$ cat src/rtl/rst_request_gen.sv
// -----------------------------------------------------------------------------
// rst_request_gen
//
// Source side of the system reset path. Collects reset requests from a raw
// push-button, a keyed software write and an optional watchdog, and drives one
// clean, stretched, active-high request into the reset controller's rst_in.
// The request is held for at least REQ_CYCLES clocks and for as long as the
// debounced button stays pressed. A sticky cause register records which
// source(s) requested a reset.
//
// This block must be reset by power-on reset only, never by the reset it
// requests, otherwise the cause register would be wiped by its own request.
//
// Optional feature macro: RSTREQ_WDT_EN
//   defined   : watchdog counter and cause[2] are implemented.
//   undefined : no watchdog logic, wdt_en/wdt_kick ignored, cause[2] = 0,
//               WDT_CYCLES unused.
//
// Ports:
//   clk        in   1  free-running system clock
//   rst        in   1  synchronous active-high reset (power-on only)
//   btn_in     in   1  raw asynchronous button, active level = BTN_POLAR
//   sw_we      in   1  software reset write strobe (one-cycle pulse)
//   sw_key     in   8  key data sampled with sw_we
//   wdt_en     in   1  watchdog enable level
//   wdt_kick   in   1  watchdog service pulse
//   cause_clr  in   1  clears the cause register
//   rst_req    out  1  active-high reset request to the controller
//   cause      out  3  sticky cause: bit0 button, bit1 software, bit2 watchdog
// -----------------------------------------------------------------------------
module rst_request_gen #(
    parameter bit         BTN_POLAR       = 1'b0,
    parameter int         DEBOUNCE_CYCLES = 16,
    parameter int         REQ_CYCLES      = 8,
    parameter int         WDT_CYCLES      = 1024,
    parameter logic [7:0] SW_KEY          = 8'hA5
) (
    input  logic       clk,
    input  logic       rst,
    input  logic       btn_in,
    input  logic       sw_we,
    input  logic [7:0] sw_key,
    input  logic       wdt_en,
    input  logic       wdt_kick,
    input  logic       cause_clr,
    output logic       rst_req,
    output logic [2:0] cause
);

    localparam int DB_W   = (DEBOUNCE_CYCLES > 2) ? $clog2(DEBOUNCE_CYCLES) : 1;
    localparam int HOLD_W = $clog2(REQ_CYCLES + 1);

    localparam logic [DB_W-1:0]   DB_MAX   = DB_W'(DEBOUNCE_CYCLES - 1);
    localparam logic [HOLD_W-1:0] HOLD_MAX = HOLD_W'(REQ_CYCLES - 1);

    // Raw-pin level that means "button released".
    localparam logic BTN_IDLE = !BTN_POLAR;

    typedef enum logic [1:0] {
        S_IDLE    = 2'd0,
        S_ASSERT  = 2'd1,
        S_RELEASE = 2'd2
    } state_t;

    // ------------------------------------------------------------------
    // Button: 2-FF synchronizer and debounce
    // ------------------------------------------------------------------
    logic            btn_meta;
    logic            btn_sync;
    logic            btn_act;     // synchronized level, 1 = pressed
    logic            btn_db;      // debounced state, 1 = pressed
    logic [DB_W-1:0] db_cnt;
    logic            btn_evt;

    always_ff @(posedge clk) begin
        if (rst) begin
            btn_meta <= BTN_IDLE;
            btn_sync <= BTN_IDLE;
        end else begin
            btn_meta <= btn_in;
            btn_sync <= btn_meta;
        end
    end

    assign btn_act = (btn_sync == BTN_POLAR);

    // Counter only runs while the synchronized level disagrees with the
    // accepted state; any agreeing sample restarts the stability window.
    always_ff @(posedge clk) begin
        if (rst) begin
            btn_db <= 1'b0;
            db_cnt <= '0;
        end else if (btn_act != btn_db) begin
            if (db_cnt == DB_MAX) begin
                btn_db <= btn_act;
                db_cnt <= '0;
            end else begin
                db_cnt <= db_cnt + DB_W'(1);
            end
        end else begin
            db_cnt <= '0;
        end
    end

    // Press edge only: the flip that is about to make btn_db active.
    assign btn_evt = btn_act && !btn_db && (db_cnt == DB_MAX);

    // ------------------------------------------------------------------
    // Software request: wrong key is silently dropped
    // ------------------------------------------------------------------
    logic sw_evt;

    assign sw_evt = sw_we && (sw_key == SW_KEY);

    // ------------------------------------------------------------------
    // Watchdog
    // ------------------------------------------------------------------
    logic wdt_evt;

`ifdef RSTREQ_WDT_EN
    localparam int WDT_W = $clog2(WDT_CYCLES);
    localparam logic [WDT_W-1:0] WDT_MAX = WDT_W'(WDT_CYCLES - 1);

    logic [WDT_W-1:0] wdt_cnt;

    // A kick in the terminal cycle wins; the counter is also frozen at zero
    // while a request is outstanding so the system gets a full timeout after
    // coming out of reset.
    assign wdt_evt = wdt_en && !wdt_kick && !rst_req && (wdt_cnt == WDT_MAX);

    always_ff @(posedge clk) begin
        if (rst) begin
            wdt_cnt <= '0;
        end else if (!wdt_en || wdt_kick || rst_req || wdt_evt) begin
            wdt_cnt <= '0;
        end else begin
            wdt_cnt <= wdt_cnt + WDT_W'(1);
        end
    end
`else
    localparam int WDT_CYCLES_UNUSED = WDT_CYCLES;

    logic wdt_inputs_unused;

    assign wdt_inputs_unused = wdt_en | wdt_kick;
    assign wdt_evt           = 1'b0;
`endif

    logic [2:0] evt_vec;
    logic       any_evt;

    assign evt_vec = {wdt_evt, sw_evt, btn_evt};
    assign any_evt = |evt_vec;

    // ------------------------------------------------------------------
    // Request FSM
    // ------------------------------------------------------------------
    state_t            state;
    logic [HOLD_W-1:0] hold_cnt;

    always_ff @(posedge clk) begin
        if (rst) begin
            state    <= S_IDLE;
            hold_cnt <= '0;
            rst_req  <= 1'b0;
        end else begin
            case (state)
                S_IDLE: begin
                    rst_req <= 1'b0;
                    if (any_evt) begin
                        state    <= S_ASSERT;
                        hold_cnt <= '0;
                        rst_req  <= 1'b1;
                    end
                end
                S_ASSERT: begin
                    rst_req <= 1'b1;
                    if (hold_cnt == HOLD_MAX) begin
                        // Skip the RELEASE wait entirely when the button is
                        // already up so the minimum-width pulse ends on time.
                        if (btn_db) begin
                            state <= S_RELEASE;
                        end else begin
                            state   <= S_IDLE;
                            rst_req <= 1'b0;
                        end
                    end else begin
                        hold_cnt <= hold_cnt + HOLD_W'(1);
                    end
                end
                S_RELEASE: begin
                    if (btn_db) begin
                        rst_req <= 1'b1;
                    end else begin
                        state   <= S_IDLE;
                        rst_req <= 1'b0;
                    end
                end
                default: begin
                    state   <= S_IDLE;
                    rst_req <= 1'b0;
                end
            endcase
        end
    end

    // ------------------------------------------------------------------
    // Cause register: set beats clear, bits sticky
    // ------------------------------------------------------------------
    logic [2:0] cause_q;

    always_ff @(posedge clk) begin
        if (rst) begin
            cause_q <= '0;
        end else begin
            cause_q <= (cause_clr ? 3'b000 : cause_q) | evt_vec;
        end
    end

    assign cause = cause_q;

endmodule

$ cat config.mk
export PLATFORM = sky130hd
export DESIGN_NAME = rst_request_gen
export DESIGN_NICKNAME = d
export VERILOG_FILES = /design/src/rtl/rst_request_gen.sv
export SDC_FILE = /design/constraint.sdc
export NUM_CORES = 1
export LEC_CHECK = 0
export ABC_AREA = 1
export ABC_CLOCK_PERIOD_IN_PS = 1200
export CAP_MARGIN = 20
export CELL_PAD_IN_SITES_DETAIL_PLACEMENT = 1
export CELL_PAD_IN_SITES_GLOBAL_PLACEMENT = 1
export CORE_UTILIZATION = 29
export DETAILED_ROUTE_END_ITERATION = 8
export PLACE_DENSITY = 0.8
export SYNTH_ARGS = -nofsm -noshare
export SYNTH_HDL_FRONTEND = slang
export SYNTH_SLANG_ARGS = --single-unit
export TNS_END_PERCENT = 30
$ cat constraint.sdc
create_clock -name clk -period 1.2 [get_ports clk]
set_input_delay 0.24 -clock clk [delete_from_list [all_inputs] [get_ports clk]]
set_output_delay 0.24 -clock clk [all_outputs]
set_load 0.01 [all_outputs]
* After elaboration in Yosys (flattened, before gate mapping)
Index checks and enable logic that the tools add are counted.
** Word-level totals
- Input bits :: 15
- Output and inout port bits :: 4
- Flip-flop bits (word level) :: 17
** Operators by class
- Add/subtract/negate cells :: 2
- Equal/unequal tests :: 10
- Bitwise logic cells :: 3
- Mux-type cells :: 13
- Reductions and logical operators :: 11
** Operators with widths (count)
- $add A4 B1 Y4 const B :: 2
- $eq A8 B8 Y1 const B :: 1
- $mux W2 :: 4
- $mux W4 :: 2
- $ne A2 B2 Y1 const B :: 4
- $pmux W4 S2 :: 1
- $pmux W2 S3 :: 1
- $reduce_and A3 Y1 :: 2
- $eq A4 B3 Y1 const B :: 1
- $eq A4 B4 Y1 const B :: 1
- $logic_and A1 B1 Y1 :: 3
- $mux W1 :: 3
- $mux W3 :: 1
- $or A3 B2 Y3 :: 1
- $pmux W1 S3 :: 1
- $reduce_or A3 Y1 :: 1
- $eq A2 B1 Y1 const B :: 1
- $eq A2 B2 Y1 const B :: 1
- $logic_not A2 Y1 :: 1
- $not A1 Y1 :: 2
- $reduce_and A2 Y1 :: 1
- $reduce_bool A2 Y1 :: 1
- $reduce_or A2 Y1 :: 1
- $logic_not A1 Y1 :: 1
- $ne A1 B1 Y1 :: 1

* Logic depth before layout (Yosys ltp)
Gate-level depths: netlist (run 1).
- Depth after elaboration :: 6
- Mapped depth :: 9
- Gate-level depth less buffers :: 9

* Worst setup path before layout (run 1)
Ideal clock, no wire load.
- Kind :: register to register
- Start point :: register db_cnt[0]
- End point :: register hold_cnt[0]
- Data required time :: 1087 ps
- Arrival time :: 1073 ps
- Slack :: 14 ps
- Library setup time :: 113 ps
- Stages on the path, launching flop included :: 9
- Period minus slack after synthesis :: 1186 ps
- Cells stage by stage :: dfxtp_1 -> ha_1 -> nand3_2 -> nor2_2 -> nor2_1 -> nand2_2 -> nand2_4 -> o21ai_1 -> inv_1
** Between the ends
- Cells in the longest elaborated chain, start to end :: 5
** RTL lines
- start: declaration :: RTL line 72 : logic [DB_W-1:0] db_cnt;
- start signal: assignment :: RTL line 98 : db_cnt <= db_cnt + DB_W'(1);
- $eq A4 B4 Y1 :: RTL line 106 : assign btn_evt = btn_act && !btn_db && (db_cnt == DB_MAX);
- $logic_and A1 B1 Y1 :: RTL line 106
- $reduce_or A2 Y1 :: RTL line 153 : assign any_evt = |evt_vec;
- $ne A2 B2 Y1 (no source line)
- $reduce_and A3 Y1 (no source line)
- end signal: assignment :: RTL line 188 : hold_cnt <= hold_cnt + HOLD_W'(1);
- end: declaration :: RTL line 159 : logic [HOLD_W-1:0] hold_cnt;
No other way between the ends.
A chain may end at the register's enable or synchronous reset.

* Worst setup path after layout (run 1)
- Start point :: register btn_db
- End point :: register hold_cnt[2]
** Between the ends
- Cells in the longest elaborated chain, start to end :: 6
** RTL lines
- start: declaration :: RTL line 71 : logic btn_db;
- start signal: assignment :: RTL line 95 : btn_db <= btn_act;
- $logic_not A1 Y1 :: RTL line 106
- $logic_and A1 B1 Y1 (2 in series) :: RTL line 106
- $reduce_or A2 Y1 :: RTL line 153
- $ne A2 B2 Y1 (no source line)
- $reduce_and A3 Y1 (no source line)
No other way between the ends.

==> metrics.csv, run 1 <==
metric,value,unit
async set or reset register ratio after synthesis,0,%
share of the synthesized area in the top cell type,43.8,%
Max Slew Vio Count,0,
Post-CTS Hold Fix Bufs,0,
total grt overflow,0,
antenna fix cells,0,
DR pass1 iterations,4,
cell area after synthesis,732,µm²
Power Density,916,nW/µm²
Setup Skew,0.00731,ns
area grow syn2layout,45.5,%
final worst-path cycle share,102,%
FP Rows,17,
Critical Path End Type,flop,
unrepaired setup endpoints after global routing,yes,
Cells after DPL,147,
critical path's slowest cell,dfxtp_2,
share of cells above drive strength 1,30.6,%
Final WS setup,-0.0186,ns
clock-pin slew on the worst setup and hold paths,0.10,ns
CTS Buffer Depth,2,
Routed WL per cell,11.8,µm
Worst path top cell family by delay,simple AND/OR/NAND/NOR gates,
startpoint types,flop,
WP data arrival,1.45,ns
vias in the first global route,740,
Yosys cell types,23,
crit-path max FO,5,
register area share after synthesis,43.8,%
Horiz. Die Dim,52.2,µm
"Top FF cell, synth",dfxtp_1,
WP depth,9,
CP most frequent cell,nand2_2,
Yosys reg bits,16,
Mapped Cells,97,
leakage,0.440,nW
Non-Filler Instances,152,
port buffer count,15,
failing checks,negative setup slack,
total I/O pin count,19,
max_cap viols,0,
CP Class,reg -> reg,
CTS Buf Count,3,
depth of the most critical reg-to-reg path,9,
Root Driver,clkbuf_4,
Synth top cells by count,"dfxtp_1 (16), inv_1 (14), nor2_1 (14)",
r2r startpoint,btn_db,
Initial Utilization,31.9,%
status,"finished, violations left",
Die Ht,52.2,µm
"area leader, netlist",dfxtp_1,
NumNets Final,143,
fmax,821,MHz
worst flop-to-flop path endpoint,hold_cnt[2],
later-pin clock latency in the skew report,0.29,ns
Core Area,2300,µm²
vias post-DR,714,
crit path to,hold_cnt[2],
vias per cell,4.70,
Residual DRC,0,
XOR/XNOR Fraction of Synth Area,1.20,%
DPL Wire Length,1400,µm
initial antenna violation count,0,
H-tree depth,1,
Worst EP required,1.44,ns
# setup viols final,2,
Peak VDD IR,0.000491,V
Reg2Reg Setup Slack,-0.02,ns
synth warn,0,
Setup TNS,-0.0338,ns
clock sink count,16,
routability cong.,0.714,
CP bufs+invs,2,
"top cells by area, synth","dfxtp_1 (44%), inv_1 (7.2%), nor2_1 (7.2%), nand2_1 (6.7%), a21oi_1 (5.5%)",
compound-cell area share of the yosys netlist,10.6,%
"worst slack, placed",-0.316,ns
most common cell in the netlist,dfxtp_1,
Worst path max stage delay,0.33,ns
worst path cell trace,"inv_1, ha_2, inv_2, nor2_4, nor2_2, nand2_2, nand2_4, nand2_2, a21oi_2",
crit path launch,btn_db,
Period minus WS final,1.22,ns
syn avg cell area,7.55,µm²
first-pass GRT wire length,2860,µm
die area,2730,µm²
worst hold slack,0.417,ns
largest net degree at the start of global routing,10,
Initial DRC Count,10,
largest family of logic cells by synthesized area,simple AND/OR/NAND/NOR gates,
CTS tree,built,
Synth Area in Simple Gates,29.6,%
adder-cell area share of the yosys netlist,5.13,%
Fin. Hold Viols,0,
Post-synth EDFFs,0,
Routed WL,1800,µm
Post-DRT Antenna Nets,0,
syn_nets,115,
Total Routing Usage GR,14.9,%
post-synthesis mux area share,0,%
Hold WC Path Type,reg -> reg,
-- state kept, by name (all words and copies together) (netlist names) --
register	count
hold_cnt	4
btn_meta	1
cause	2
state	2
db_cnt	4
rst_req	1
btn_sync	1
btn_db	1
-- power breakdown --
group          total, mW  switching, mW  internal, mW
clock              0.357          0.172         0.185
combinational     0.0796         0.0295        0.0501
sequential         0.538        0.00242         0.536
total              0.975          0.204         0.771
-- how the worst min path moves through the flow --
stage | startpoint | endpoint | slack [ns] | depth (start not counted)
2_1_floorplan | btn_in | btn_meta | 0.34 | 1
3_3_place_gp | btn_meta | btn_sync | 0.39 | 1
3_5_place_dp | btn_meta | btn_sync | 0.40 | 1
4_1_cts | btn_meta | btn_sync | 0.42 | 1
5_1_grt | btn_meta | btn_sync | 0.45 | 1
6_report | btn_meta | btn_sync | 0.42 | 1
-- placed cells by master, fill, tap and decap left out, types with 2 or more instances in the layout --
| cell | n |
|---|---|
| o21ai_1 | 2 |
| ha_2 | 2 |
| nand2_2 | 2 |
| inv_2 | 2 |
| dfxtp_2 | 4 |
| nand3_1 | 7 |
| a21oi_1 | 8 |
| o21ai_2 | 2 |
| nor2_1 | 12 |
| clkbuf_4 | 3 |
| nor2_4 | 2 |
| or2_2 | 4 |
| clkdlybuf4s50_1 | 12 |
| inv_1 | 13 |
| nand2_1 | 12 |
| buf_4 | 10 |
| dlygate4sd2_1 | 3 |
| dfxtp_1 | 12 |
-- logic make-up after synthesis --
kind of cell,Yosys count
AOI/OAI and AO/OA,14
xor gates and xnor gates,1
adders and majority gates,3
buffers and inverters,17
DFF,16
other,1
and+or+nand+nor,45
-- final cells by class --
class	instances	area, µm²
Sequential cell	16	325
Multi-Input combinational cell	64	390
Tap cell	28	35.0
Clock buffer	4	36.3
Fill cell	288	1230
Timing Repair Buffer	25	221
Inverter	15	56.3
-- worst register-to-register path, stage by stage (launching register included) --
cell     delay [ns]
dfxtp_2        0.33
inv_1          0.05
ha_2           0.17
inv_2          0.07
nor2_4         0.04
nor2_2         0.10
nand2_2        0.11
nand2_4        0.11
nand2_2        0.05
a21oi_2        0.13
-- per-layer routing --
layer  global-route usage [%]  wire length, µm  up-vias
li1                         -                -      359
met1                     14.2              755      327
met2                     28.6              927       23
met3                     2.90               68        5
met4                     9.21               49        0
met5                        0                0        -
-- metrics by stage --
step	area [µm²]	utilization (%)	power [mW]
2_1_floorplan	732	-	0.577
3_3_place_gp	973	42.4	0.623
3_5_place_dp	973	42.4	0.627
4_1_cts	1020	44.6	0.985
5_1_grt	1060	46.4	1.02
6_report	1060	46.4	0.975
-- what timing repair did --
action                                  CTS  global route
pin swaps                                 1             5
setup buffers                             0             1
resized for setup                         8            12
endpoints found under the setup margin   10            11
(Power assumes the default switching activity.)
==> inputs of run 2 (changes only) <==
ABC_CLOCK_PERIOD_IN_PS = 1100   (was 1200)
GPL_TIMING_DRIVEN = 1   (was default)
PLACE_DENSITY = 0.72   (was 0.8)
clock period = 1.1 ns   (was 1.2 ns; I/O delays follow)
==> run 2 against run 1 <==
  * The flow still finishes with violations (negative setup slack)
  * Via count is 0.56% higher
  * Clock power is 12% higher
  * Sequential power rose by 9.3%
  * Cell count rose by 3.3%
  * Hold slack gained 0.011 ns
  * Count of clock-buffer cells in the layout did not move
==> metrics.csv, run 2 (synthesis gave the netlist of run 1 again) <==
metric,value,unit,change
status,"finished, violations left",,
failing checks,negative setup slack,,
Hold Startpoint,btn_meta,,
vias post-DR,718,,+0.56%
share of cells above drive strength 1,44.2,%,+14 points
Switch Pwr,0.234,mW,+15%
NumNets Final,148,,+3.5%
clock-pin slew on the worst setup and hold paths,0.10,ns,about the same
max_cap viols,0,,unchanged
clock sink count,16,,unchanged
later-pin clock latency in the skew report,0.29,ns,about the same
"commonest non-fill, non-tap cell in the layout",buf_4,,
crit-path max FO,5,,unchanged
largest net degree at the start of global routing,10,,unchanged
Residual DRC,0,,unchanged
Core Area,2300,µm²,unchanged
worst flop-to-flop path endpoint,hold_cnt[0],,
Int Power,0.843,mW,+9.4%
total I/O pin count,19,,unchanged
fmax,810,MHz,-1.2%
CTS Buf Count,3,,unchanged
Setup Skew,0.00656,ns,-0.000754 ns
Reg2Reg Setup Slack,-0.13,ns,-0.12 ns
startpoint types,flop,,
Period minus WS final,1.23,ns,+0.0153 ns
"Power, Total",1.08,mW,+11%
Max Slew Vio Count,0,,unchanged
leakage,0.463,nW,+5.2%
Hold WC Path Type,reg -> reg,,
area grow syn2layout,56.4,%,
"Core Util, Final",49.8,%,+3.5 points
Worst EP required,1.30,ns,-0.14 ns
Total Routing Usage GR,16.3,%,+1.4 points
die area,2730,µm²,unchanged
H-tree depth,1,,unchanged
depth of the most critical reg-to-reg path,8,,-1
port buffer count,15,,unchanged
first-pass GRT wire length,3110,µm,+8.7%
crit path launch,db_cnt[0],,
CTS Buffer Depth,2,,unchanged
antenna fix cells,0,,unchanged
crit path to,hold_cnt[0],,
"worst slack, placed",-0.345,ns,-0.0292 ns
CTS tree,built,,
most frequent cells in the layout,"buf_4 (15), nand2_1 (12), clkdlybuf4s50_1 (12), inv_1 (11), nor2_1 (11)",,
unrepaired setup endpoints after global routing,yes,,
Critical Path End Type,flop,,
routability cong.,0.772,,+8.2%
Peak VDD IR,0.000795,V,+62%
total grt overflow,0,,unchanged
FP Rows,17,,unchanged
Routed WL per cell,12.1,µm,+2.5%
Power Density,941,nW/µm²,+2.8%
vias per cell,4.57,,-2.6%
final worst-path cycle share,112,%,+11 points
Horiz. Die Dim,52.2,µm,unchanged
Reg power frac,54.5,%,-0.7 points
Clock Power Share,37.0,%,+0.4 points
vias in the first global route,723,,-2.3%
combinational share of power,8.4,%,+0.2 points
DR pass1 iterations,4,,unchanged
CP Class,reg -> reg,,
Fin. Hold Viols,0,,unchanged
Routed WL,1910,µm,+5.9%
# setup viols final,8,,+6
Initial DRC Count,1,,-9
DPL Wire Length,1390,µm,-0.34%
Post-DRT Antenna Nets,0,,unchanged
biggest registers after layout,"db_cnt x4, hold_cnt x4",,
Switching Share,21.7,%,+0.78 points
Initial Utilization,31.9,%,unchanged
Root Driver,clkbuf_4,,
Setup TNS,-0.534,ns,-0.501 ns
initial antenna violation count,0,,unchanged
WP data arrival,1.43,ns,-0.02 ns
Final WS setup,-0.134,ns,-0.115 ns
r2r startpoint,db_cnt[0],,
Die Ht,52.2,µm,unchanged
run 2: cell types whose count changed in the layout (fill, tap and decap cells not counted), moves of 2 or more:
cell | previous run | this run
buf_4 | 10 | 15
dfxtp_1 | 12 | 7
dfxtp_2 | 4 | 9
a21oi_1 | 8 | 5
a21oi_2 | 1 | 4
dlygate4sd2_1 | 3 | 0
buf_2 | 0 | 2
ha_2 | 2 | 0
ha_4 | 1 | 3
inv_1 | 13 | 11
inv_2 | 2 | 4
run 2: critical path, cell delays in order, from the launching register on:
cell,delay (ns)
dfxtp_2,0.36
ha_4,0.15
nand3_4,0.09
nor2_4,0.12
nor2_2,0.05
nand2_2,0.14
nand2_4,0.07
o21ai_1,0.12
inv_1,0.04
run 2: power groups by stage:
stage | clock (mW) | sequential, mW | combinational (mW)
finish | 0.399 | 0.588 | 0.0909
global route | 0.441 | 0.588 | 0.102
CTS | 0.417 | 0.587 | 0.0844
detailed placement | 0 | 0.601 | 0.0833
global placement | 0 | 0.600 | 0.0801
floorplan | 0 | 0.600 | 0.0299
run 2: final cells by class:
class	count	area (µm²)
Timing Repair Buffer	30	253
Fill cell	290	1150
Sequential cell	16	332
Tap cell	28	35.0
Inverter	15	56.3
Multi-Input combinational cell	64	433
Clock buffer	4	36.3
run 2: routing by layer:
metal / track usage, % / share of wire [%]
met1: 18.6 / 43
met2: 27.8 / 53
met3: 5.22 / 2.4
met4: 6.58 / 2.1
met5: 0 / 0
run 2: through the flow:
| step | area, µm² | hold slack (ns) | std cells |
|---|---|---|---|
| after floorplan | 747 | 0.324 | 97 |
| after global placement | 1010 | 0.397 | 150 |
| after detailed placement | 1010 | 0.412 | 150 |
| after CTS | 1090 | 0.419 | 156 |
| after global routing | 1140 | 0.447 | 157 |
| final | 1140 | 0.428 | 157 |
run 2: repair_timing:
| action | CTS | global route |
|---|---|---|
| gates resized for setup | 18 | 19 |
| pin swaps | 2 | 5 |
| endpoints found under the setup margin | 14 | 16 |
| hold endpoints to repair | 0 | 0 |
| setup buffers | 2 | 1 |
| hold buffers | 0 | 0 |
run 2: worst min path at each step:
stage	to	slack (ns)	depth (start not counted)
finish	btn_sync	0.43	1
global route	btn_sync	0.45	1
CTS	btn_db	0.42	1
detailed placement	btn_sync	0.41	1
global placement	btn_sync	0.40	1
floorplan	btn_meta	0.32	1
==> inputs of run 3 (changes only) <==
HOLD_SLACK_MARGIN = 0.12   (was default)
MAX_ROUTING_LAYER = met4   (was default)
SLEW_MARGIN = 20   (was default)
==> run 3 against run 2 <==
  * The flow still finishes with violations (negative setup slack)
  * Clock skew hardly changed
  * Power is 0.32% higher
  * Non-clock buffer count stayed put
  * First-iteration DRC count grew to 3.0 times the previous value
  * Worst setup slack hardly changed
  * Hold slack hardly changed
  * Clock power is 1% higher
  * Via count stayed put
  * Fmax hardly changed
  * Critical path type unchanged
==> metrics.csv, run 3 (synthesis gave the netlist of run 1 again) <==
metric,value,unit,change
Fin. Hold Viols,0,,unchanged
# setup viols final,8,,unchanged
worst path cell trace,"ha_4, nand3_4, nor2_4, nor2_2, nand2_2, nand2_4, o21ai_1, inv_1",,
Root Driver,clkbuf_4,,
critical path's slowest cell,dfxtp_2,,
final worst-path cycle share,112,%,about the same
clock-pin slew on the worst setup and hold paths,0.10,ns,about the same
status,"finished, violations left",,
depth of the worst hold-timing path,1,,unchanged
Setup Skew,0.00679,ns,+0.000237 ns
Hold Startpoint,btn_meta,,
vias in the first global route,729,,+0.83%
port buffer count,15,,unchanged
NumNets Final,148,,unchanged
Initial DRC Count,3,,+2
CTS Buf Count,3,,unchanged
Final WS setup,-0.134,ns,-0.000207 ns
Critical Path End Type,flop,,
clock sink count,16,,unchanged
Worst EP required,1.30,ns,about the same
Routed WL,1920,µm,+0.84%
FP Rows,17,,unchanged
worst flop-to-flop path endpoint,hold_cnt[0],,
WP data arrival,1.44,ns,about the same
DPL Wire Length,1390,µm,unchanged
Setup TNS,-0.530,ns,+0.00422 ns
Routed WL per cell,12.2,µm,+0.84%
# fillers,288,,-0.69%
vias per cell,4.57,,unchanged
CP Class,reg -> reg,,
failing checks,negative setup slack,,
startpoint types,flop,,
H-tree depth,1,,unchanged
routability cong.,0.783,,+1.4%
unrepaired setup endpoints after global routing,yes,,
Residual DRC,0,,unchanged
Hold EP,btn_sync,,
leakage,0.461,nW,-0.41%
biggest registers after layout,"db_cnt x4, hold_cnt x4",,
initial antenna violation count,0,,unchanged
"worst slack, placed",-0.345,ns,unchanged
Initial Utilization,31.9,%,unchanged
Post-DRT Antenna Nets,0,,unchanged
total I/O pin count,19,,unchanged
Non-Filler Instances,157,,unchanged
crit-path max FO,5,,unchanged
Die Ht,52.2,µm,unchanged
Reg2Reg Setup Slack,-0.13,ns,about the same
area grow syn2layout,57.3,%,
Total Routing Usage GR,16.5,%,+0.24 points
Period minus WS final,1.23,ns,+0.000207 ns
r2r startpoint,db_cnt[0],,
DR pass1 iterations,4,,unchanged
antenna fix cells,0,,unchanged
die area,2730,µm²,unchanged
Power Density,939,nW/µm²,-0.23%
Sequential Area,332,µm²,unchanged
worst hold slack,0.428,ns,-0.00000100 ns
max_cap viols,0,,unchanged
most frequent cells in the layout,"buf_4 (15), nand2_1 (12), clkdlybuf4s50_1 (12), inv_1 (11), nor2_1 (11)",,
first-pass GRT wire length,3110,µm,unchanged
Max Slew Vio Count,0,,unchanged
Core Area,2300,µm²,unchanged
largest net degree at the start of global routing,10,,unchanged
Worst path max stage delay,0.36,ns,about the same
"Core Util, Final",50.1,%,+0.27 points
vias post-DR,718,,unchanged
CTS tree,built,,
Peak VDD IR,0.000794,V,about the same
area of the multi-input gates,433,µm²,unchanged
Hold WC Path Type,reg -> reg,,
share of cells above drive strength 1,44.2,%,unchanged
fmax,810,MHz,about the same
CTS Buffer Depth,2,,unchanged
depth of the most critical reg-to-reg path,8,,unchanged
later-pin clock latency in the skew report,0.30,ns,about the same
total grt overflow,0,,unchanged
"commonest non-fill, non-tap cell in the layout",buf_4,,
Cells after DPL,150,,unchanged
Horiz. Die Dim,52.2,µm,unchanged
Post-CTS Hold Fix Bufs,0,,unchanged
run 3: per-stage QoR:
| stage | power (mW) | instance area (µm²) |
|---|---|---|
| after floorplan | 0.630 | 747 |
| after global placement | 0.680 | 1010 |
| after detailed placement | 0.684 | 1010 |
| after CTS | 1.09 | 1090 |
| after global routing | 1.13 | 1150 |
| final | 1.08 | 1150 |
run 3: routing by layer:
metal  track usage, %  vias up  share of wire (%)
met5                -        -                  0
met4             6.58        0                2.1
met3             4.35        4                2.8
met2             27.8       12                 53
met1             18.6      336                 42
li1                 -      366                  -
run 3: repair_timing:
item	CTS	global route
setup endpoints to repair	14	15
setup buffers	2	1
pin swaps	2	5
resized for setup	18	18
run 3: power breakdown:
part	leakage [nW]	internal [mW]	total [mW]	switching, mW
logic	0.307	0.0573	0.0908	0.0335
registers	0.133	0.584	0.588	0.00329
clock network	0.0210	0.202	0.403	0.201
total	0.461	0.844	1.08	0.237
run 3: how the worst max path moves through the flow:
stage	from	end	depth (start not counted)
after floorplan	db_cnt[1]	hold_cnt[0]	8
after global placement	sw_we	hold_cnt[0]	8
after detailed placement	sw_key[7]	hold_cnt[0]	8
after CTS	db_cnt[1]	hold_cnt[0]	8
after global routing	db_cnt[0]	hold_cnt[0]	8
final	db_cnt[0]	hold_cnt[0]	8
run 3: area by class of cell:
type | count | area share, %
Timing Repair Buffer | 30 | 22.5
Clock buffer | 4 | 3.15
Sequential cell | 16 | 28.8
Tap cell | 28 | 3.04
Multi-Input combinational cell | 64 | 37.6
Inverter | 15 | 4.89
run 3: critical path, delay by kind of cell (launching register included):
kind,cells,cell delay (ns)
simple gates,5,0.47
flops,1,0.36
fa+ha+maj,1,0.15
compound gates,1,0.12
buf+inv,1,0.04
